**config.mk**
```make
export PLATFORM = sky130hd
export DESIGN_NAME = mmsa_out_serializer
export DESIGN_NICKNAME = d
export VERILOG_FILES = /design/src/rtl/mmsa_pkg.sv /design/src/rtl/mmsa_lead_one.sv /design/src/rtl/mmsa_out_serializer.sv
export SDC_FILE = /design/constraint.sdc
export NUM_CORES = 1
export LEC_CHECK = 0
export ABC_AREA = 1
export CAP_MARGIN = 30
export CORE_MARGIN = 2
export CORE_UTILIZATION = 45
export CTS_CLUSTER_SIZE = 8
export DETAILED_ROUTE_END_ITERATION = 8
export PLACE_DENSITY = 0.71
export SLEW_MARGIN = 15
export SYNTH_ARGS = -nofsm -noshare
export SYNTH_HDL_FRONTEND = slang
export SYNTH_SLANG_ARGS = --single-unit
```
**constraint.sdc**
```tcl
create_clock -name clk -period 13.9 [get_ports clk]
set_input_delay 2.78 -clock clk [delete_from_list [all_inputs] [get_ports clk]]
set_output_delay 2.78 -clock clk [all_outputs]
set_load 0.1 [all_outputs]
```
**src/rtl/mmsa_pkg.sv**
```systemverilog
// Shared constants and types for the MMSA output serializer.
package mmsa_pkg;

    localparam int DATA_W = 40;
    localparam int LEN_W  = 6;

    typedef enum logic [1:0] {
        IDLE,
        LEN,
        VAL
    } ser_state_t;

    typedef logic [LEN_W-1:0] len_t;

endpackage

```
**src/rtl/mmsa_lead_one.sv**
```systemverilog
// Leading-one detector: returns the bit length of a word (a zero word counts as length 1).
module mmsa_lead_one #(
    parameter int DATA_W = mmsa_pkg::DATA_W,
    parameter int LEN_W  = mmsa_pkg::LEN_W
) (
    input  logic [DATA_W-1:0] data,
    output logic [LEN_W-1:0]  len
);
    import mmsa_pkg::*;

    // Highest set bit wins; the loop flattens into a priority encoder tree.
    always_comb begin
        len = LEN_W'(1);
        for (int i = 0; i < DATA_W; i++) begin
            if (data[i]) begin
                len = LEN_W'(i + 1);
            end
        end
    end

endmodule

```
**src/rtl/mmsa_out_serializer.sv**
```systemverilog
// Output stage: small FWFT FIFO feeding a length-prefixed, MSB-first serial framer.
module mmsa_out_serializer #(
    parameter int DATA_W = mmsa_pkg::DATA_W,
    parameter int LEN_W  = mmsa_pkg::LEN_W,
    parameter int DEPTH  = 2
) (
    input  logic              clk,
    input  logic              rst_n,
    input  logic              res_valid,
    input  logic [DATA_W-1:0] res_data,
    output logic              res_ready,
    output logic              out_valid,
    output logic              out_value,
    output logic              busy
);
    import mmsa_pkg::*;

    localparam int PTR_W = (DEPTH > 1) ? $clog2(DEPTH) : 1;
    localparam int CNT_W = $clog2(DEPTH + 1);

    logic [DATA_W-1:0] fifo_mem [DEPTH];
    logic [PTR_W-1:0]  rd_ptr;
    logic [PTR_W-1:0]  wr_ptr;
    logic [CNT_W-1:0]  count;
    logic              push;
    logic              pop;
    logic [DATA_W-1:0] head;
    logic [LEN_W-1:0]  head_len;
    logic [LEN_W-1:0]  shift_amt;

    ser_state_t        state;
    ser_state_t        next_state;
    logic [LEN_W-1:0]  len_sr;
    logic [LEN_W-1:0]  cur_len;
    logic [LEN_W-1:0]  bit_cnt;
    logic [DATA_W-1:0] val_sr;

    // Ready comes only from the registered count, so a pop never opens a slot in the same cycle.
    assign res_ready = (count < CNT_W'(DEPTH));
    assign push      = res_valid & res_ready;
    assign head      = fifo_mem[rd_ptr];
    assign shift_amt = LEN_W'(DATA_W) - head_len;
    assign busy      = (count != '0) | (state != IDLE);

    mmsa_lead_one #(
        .DATA_W (DATA_W),
        .LEN_W  (LEN_W)
    ) u_lead_one (
        .data (head),
        .len  (head_len)
    );

    // FIFO storage; contents are don't-care until written, so no reset is needed.
    always_ff @(posedge clk) begin
        if (push) begin
            fifo_mem[wr_ptr] <= res_data;
        end
    end

    // FIFO pointers and occupancy; a simultaneous push and pop leaves the count unchanged.
    always_ff @(posedge clk) begin
        if (rst_n) begin
            rd_ptr <= '0;
            wr_ptr <= '0;
            count  <= '0;
        end else begin
            if (push) begin
                wr_ptr <= (wr_ptr == PTR_W'(DEPTH - 1)) ? '0 : wr_ptr + 1'b1;
            end
            if (pop) begin
                rd_ptr <= (rd_ptr == PTR_W'(DEPTH - 1)) ? '0 : rd_ptr + 1'b1;
            end
            unique case ({push, pop})
                2'b10:   count <= count + 1'b1;
                2'b01:   count <= count - 1'b1;
                default: count <= count;
            endcase
        end
    end

    // Framer state register.
    always_ff @(posedge clk) begin
        if (rst_n) begin
            state <= IDLE;
        end else begin
            state <= next_state;
        end
    end

    // Next-state and pop decision; the last value bit chains straight into the next frame.
    always_comb begin
        next_state = state;
        pop        = 1'b0;
        unique case (state)
            IDLE: begin
                if (count != '0) begin
                    pop        = 1'b1;
                    next_state = LEN;
                end
            end
            LEN: begin
                if (bit_cnt == '0) begin
                    next_state = VAL;
                end
            end
            VAL: begin
                if (bit_cnt == '0) begin
                    if (count != '0) begin
                        pop        = 1'b1;
                        next_state = LEN;
                    end else begin
                        next_state = IDLE;
                    end
                end
            end
            default: next_state = IDLE;
        endcase
    end

    // Shift registers: value is MSB-aligned on load so both fields shift out of the top bit.
    always_ff @(posedge clk) begin
        if (rst_n) begin
            len_sr  <= '0;
            cur_len <= '0;
            val_sr  <= '0;
            bit_cnt <= '0;
        end else if (pop) begin
            len_sr  <= head_len;
            cur_len <= head_len;
            val_sr  <= head << shift_amt;
            bit_cnt <= LEN_W'(LEN_W - 1);
        end else if (state == LEN) begin
            len_sr  <= len_sr << 1;
            bit_cnt <= (bit_cnt == '0) ? cur_len - 1'b1 : bit_cnt - 1'b1;
        end else if (state == VAL) begin
            val_sr  <= val_sr << 1;
            bit_cnt <= bit_cnt - 1'b1;
        end
    end

    // Serial outputs; the data line is held low whenever no frame bit is present.
    always_comb begin
        out_valid = 1'b0;
        out_value = 1'b0;
        unique case (state)
            LEN: begin
                out_valid = 1'b1;
                out_value = len_sr[LEN_W-1];
            end
            VAL: begin
                out_valid = 1'b1;
                out_value = val_sr[DATA_W-1];
            end
            default: begin
                out_valid = 1'b0;
                out_value = 1'b0;
            end
        endcase
    end

endmodule
```
# After elaboration in Yosys (flattened, before gate mapping)
# Memories as Yosys holds them, arrays and structs flattened. A register that Yosys moved wholly into a read port is not among the register bits.
# Cells that the tools add are included.
totals:
  n_memories: 1
  reg_bits: 64
  ramBits: 80
  elab_cells: 107
  output_inout_bits: 4
  input_bits: 43
mem_list:
  columns: ["memory", "words", "width", "read_ports", "rd_ports_with_merged_regs", "wr", "line_no", "source"]
  rows:
  - ["fifo_mem", 2, 40, 1, 1, 1, "mmsa_out_serializer.sv:21", "logic [DATA_W-1:0] fifo_mem [DEPTH];"]
op_classes:
  n_reduce_logical: 13
  muxes: 65
  bitwise: 2
  n_eq_ne: 8
  n_shift: 1
  order_cmp: 1
  addsub: 7
ops:
  columns: ["op", "count"]
  rows:
  - ["$mux 40", 3]
  - ["$mux 6", 14]
  - ["$mux 5", 16]
  - ["$shl 40x6->40", 1]
  - ["$mux 4", 8]
  - ["$mux 3", 5]
  - ["$reduce_bool 2->1", 6]
  - ["$sub 6x1->6 const B", 2]
  - ["$mux 1", 10]
  - ["$mux 2", 5]
  - ["$ne 2x2->1 const B", 4]
  - ["$logic_not 6->1", 1]
  - ["$pmux 2 s3", 1]
  - ["$sub 6x6->6 const A", 1]
  - ["$eq 2x1->1 const B", 2]
  - ["$eq 2x2->1 const B", 2]
  - ["$pmux 1 s2", 2]
  - ["$pmux 2 s2", 1]
  - ["$reduce_or 2->1", 2]
  - ["$reduce_and 3->1", 1]
  - ["$reduce_bool 3->1", 1]
  - ["$add 1x1->1 const B", 2]
  - ["$add 2x1->2 const B", 1]
  - ["$logic_not 2->1", 1]
  - ["other kinds (5)", 5]

# Longest topological paths before layout
depth:
  word_depth: 42
  ltp_mapped: 57
  depth_no_buf: 53

# Modules after synthesis
# Synthesis repeated with hierarchy kept, for this count alone.
unflattened:
  cells_unflattened: 1210
  hier_area_um2: 8702.1
by_module_without_submodules:
  columns: ["mod", "n_inst", "seq_area_each_um2", "cells_each", "area_each_um2"]
  rows:
  - ["mmsa_out_serializer", 1, 3703.6, 1079, 8112.8]
  - ["mmsa_lead_one", 1, 0.0, 131, 589.3]

# Worst setup path before layout
# No wires, ideal clock.
synth_timing:
  path_kind: "register to output"
  startpoint: "register state[1]"
  endpoint: "output out_value"
  path_slack_ps: 8057
  stages_incl_launch_ff: 5
  t_arrival_ps: 3063
  path_buffers: 0
  required_ps: 11120
  cell_sequence: "dfxtp_1 inv_1 ha_1 inv_1 a21oi_1"
synth_between:
  elab_chain_cells: 2
  word_cells_on_any_way: 3
  classes_between: "eq/ne (2); mux (1)"
synth_lines:
  columns: ["element", "line_no", "source"]
  rows:
  - ["start, declared", "mmsa_out_serializer.sv:31", "ser_state_t state;"]
  - ["start signal, assigned", "mmsa_out_serializer.sv:86", "state <= next_state;"]
  - ["$eq 2x2->1 / $eq 2x1->1 (equally long branches)", "mmsa_out_serializer.sv:145", "unique case (state)"]
  - ["$pmux 1 s2 *", "mmsa_out_serializer.sv:145", null]
  - ["end, declared", "mmsa_out_serializer.sv:13", "output logic out_value,"]
# Every way passes the cells marked *; elsewhere a longest branch is shown, timed or not.

==> metrics.md <==
| Metric | Value |
|---|---|
| Final GP Congestion | 0.918 |
| Die width | 144 microns |
| Drt via density | 5.56 |
| Cts hold-fix bufs | 0 |
| Final setup violating endpoints | 0 |
| R2r setup slk | 6.77 ns |
| WL per Instance | 15.6 microns |
| Most used cell, CP | nand2_1 |
| Final Hold Viols | 0 |
| Max Cap Viol | 0 |
| Max clock buf depth | 2 |
| Worst-margin pin slew | 0.971 ns |
| Reg-to-reg endpoint | val_sr[35] |
| Detail Route Antenna Nets | 0 |
| Full die area | 20700 sq um |
| Cts repair resizes | 0 |
| Layout area overhead | 13.3% |
| Seq/Total Area, Yosys | 42.0% |
| CP endpoint kind | flop |
| WP data arrival | 7.51 ns |
| Routed wire length | 23400 microns |
| CP Max Fanout | 47 |
| DRT Pass-1 Iters | 5 |
| GR Overflow Total | 0 |
| Final cycle utilization of the critical path | 51.3% |
| Synth Cell Area | 8820 sq um |
| Clock tree sinks | 145 |
| Clock Latency Late Sink | 0.43 ns |
| R2r worst-path depth | 51 |
| CTS root buffer | clkbuf_16 |
| TritonCTS Buffers | 17 |
| RSZ-0062 raised after global routing | no |
| Synth cell types | 45 |
| Hold path startpoint | rd_ptr |
| Die height | 144 microns |
| Largest net degree at the start of global routing | 74 |
| Max Slew Vio Count | 0 |
| Post-CTS setup buffers | 0 |
| Worst rel slew slack | 35.1% |
| Crit path largest cell delay | 0.65 ns |
| Worst Hold Class | reg -> reg |
| Core ar. | 19300 sq um |
| Synth warn | 0 |
| I/O Buffers | 46 |
| Initial antenna violation count | 0 |
| Tot GR Track Use | 24.0% |
| WHS Endpoint | rd_ptr |
| Worst EP required | 14.27 ns |
| CP Class | reg -> reg |
| CTS tree | done |
| Top Ports | 47 |
| Fin Setup TNS | 0 ns |
| Rows | 51 |
| Detailed Place HPWL | 16500 microns |
| Mapped Nets | 1266 |
| Worst-path clk slew | 0.06 ns |
| Vias in the first global route | 8056 |
| Mapped Cells | 1215 |
| Worst Setup Start Kind | flop |
| Syn avg cell area | 7.26 sq um |
| Status | finished, final reports clean |
| CP max stage cell | nand2_2 |
| Final Core Density | 51.7% |
| Global-route wire length before repair | 39200 microns |
| Share of cells above drive strength 1 | 8.33% |
| Initial Util | 45.6% |
| Via count | 8353 |
| Hold Crit Depth | 1 |
| Minimum clock period | 7.13 ns |
| H-tree depth | 4 |
| Fin nets | 1275 |
| Residual DRC | 0 |
| Max frequency | 140 MHz |
| Worst Skew | 0.00677 ns |
| # diodes | 0 |
| 1st-iter DRT viols | 758 |
| Seq cells post-synth | 145 |
-- how the worst max path moves through the flow --
stage | end | start | slack (ns) | cells past startpoint
3_3_place_gp | val_sr[39] | flop | 6.54 | 50
4_1_cts | val_sr[35] | flop | 6.83 | 51
6_report | val_sr[35] | flop | 6.77 | 51
5_1_grt | val_sr[29] | flop | 5.91 | 54
2_1_floorplan | out_value | state[1] | 8.06 | 4
3_5_place_dp | val_sr[35] | flop | 6.91 | 51
-- metal layers --
metal	track usage, %	wire, microns
met2	40.0	11200
met4	10.6	836
met5	0	0
met1	30.2	10200
met3	5.00	1190
-- synthesized netlist by cell type, drive strengths merged --
library cell	number	share of area, %
a211oi	4	0.34
a21boi	2	0.17
a21oi	43	2.5
a221oi	2	0.20
a22o	1	0.099
a31oi	19	1.3
a32oi	1	0.099
a41oi	3	0.30
and2	3	0.21
buf	29	2.4
clkbuf	41	1.7
clkinv	1	0.043
dfxtp	65	15
edfxtp	80	27
ha	8	1.1
inv	104	4.4
nand2	291	13
nand3	278	16
nand3b	1	0.085
nand4	8	0.57
nor2	75	3.4
nor3	7	0.40
nor4	1	0.071
o2111ai	1	0.099
o211ai	15	1.3
o21a	2	0.17
o21ai	84	4.8
o22ai	5	0.35
or2	36	2.6
xnor2	1	0.099
xor2	4	0.48
-- kinds of logic (layout without fill, tap and decap cells) --
kind of cell             Yosys count  count (layout)  share of synthesized area (%)
flip-flops                       145             145                           42.0
AO/OA/AOI/OAI                    182             182                           11.8
XOR/XNOR                           5               5                          0.582
buffers and inverters            175             197                           8.61
adder cells (fa/ha/maj)            8               8                           1.14
AND/OR/NAND/NOR                  700             700                           35.9
-- flip-flops by register name, summed over array words and instances (netlist names), named ones only --
signal    flops
fifo_mem     80
count         2
rd_ptr        1
wr_ptr        1
val_sr       40
len_sr        6
state         2
cur_len       6
bit_cnt       6
-- cells in the final DEF, fill, tap and decap left out, types with 5 or more instances in the layout --
master and instances:
a31oi_1 19, ha_1 8, nor2_1 66, nand2_1 285
inv_1 100, nand3_1 277, dfxtp_1 65, nor3_1 7
o22ai_1 5, nor2_2 7, clkdlybuf4s50_1 46, o21ai_0 81
buf_4 11, clkbuf_16 17, o211ai_1 15, or2_2 34
edfxtp_1 80, nand4_1 8, a21oi_1 40
-- metrics by stage --
stage	hold WS [ns]	std cells	cell area (sq um)	setup slack, ns
floorplan	0.433	1215	8820	8.06
global placement	0.443	1467	9350	6.54
detailed placement	0.452	1470	9410	6.91
CTS	0.461	1502	9990	6.83
global route	0.478	1502	9990	5.91
finish	0.461	1502	9990	6.77
-- critical path: cells and delay by family (launching register included) --
family	cells	cell delay, ns
AND/OR/NAND/NOR	42	4.09
adder cells (fa/ha/maj)	1	0.15
AO/OA/AOI/OAI	2	0.22
flip-flops	1	0.31
buffers and inverters	6	2.24
-- final cells by class --
type,count,area (sq um)
fill,1883,9340
multi-input combinational,895,4380
sequential,145,3700
timing repair buffer,60,597
clock buffer,17,425
inverter,105,394
tap,265,332
clock inverter,15,159
Power is not shown: default switching activity piles up to over one toggle a cycle in this logic, so the estimate is an artifact.
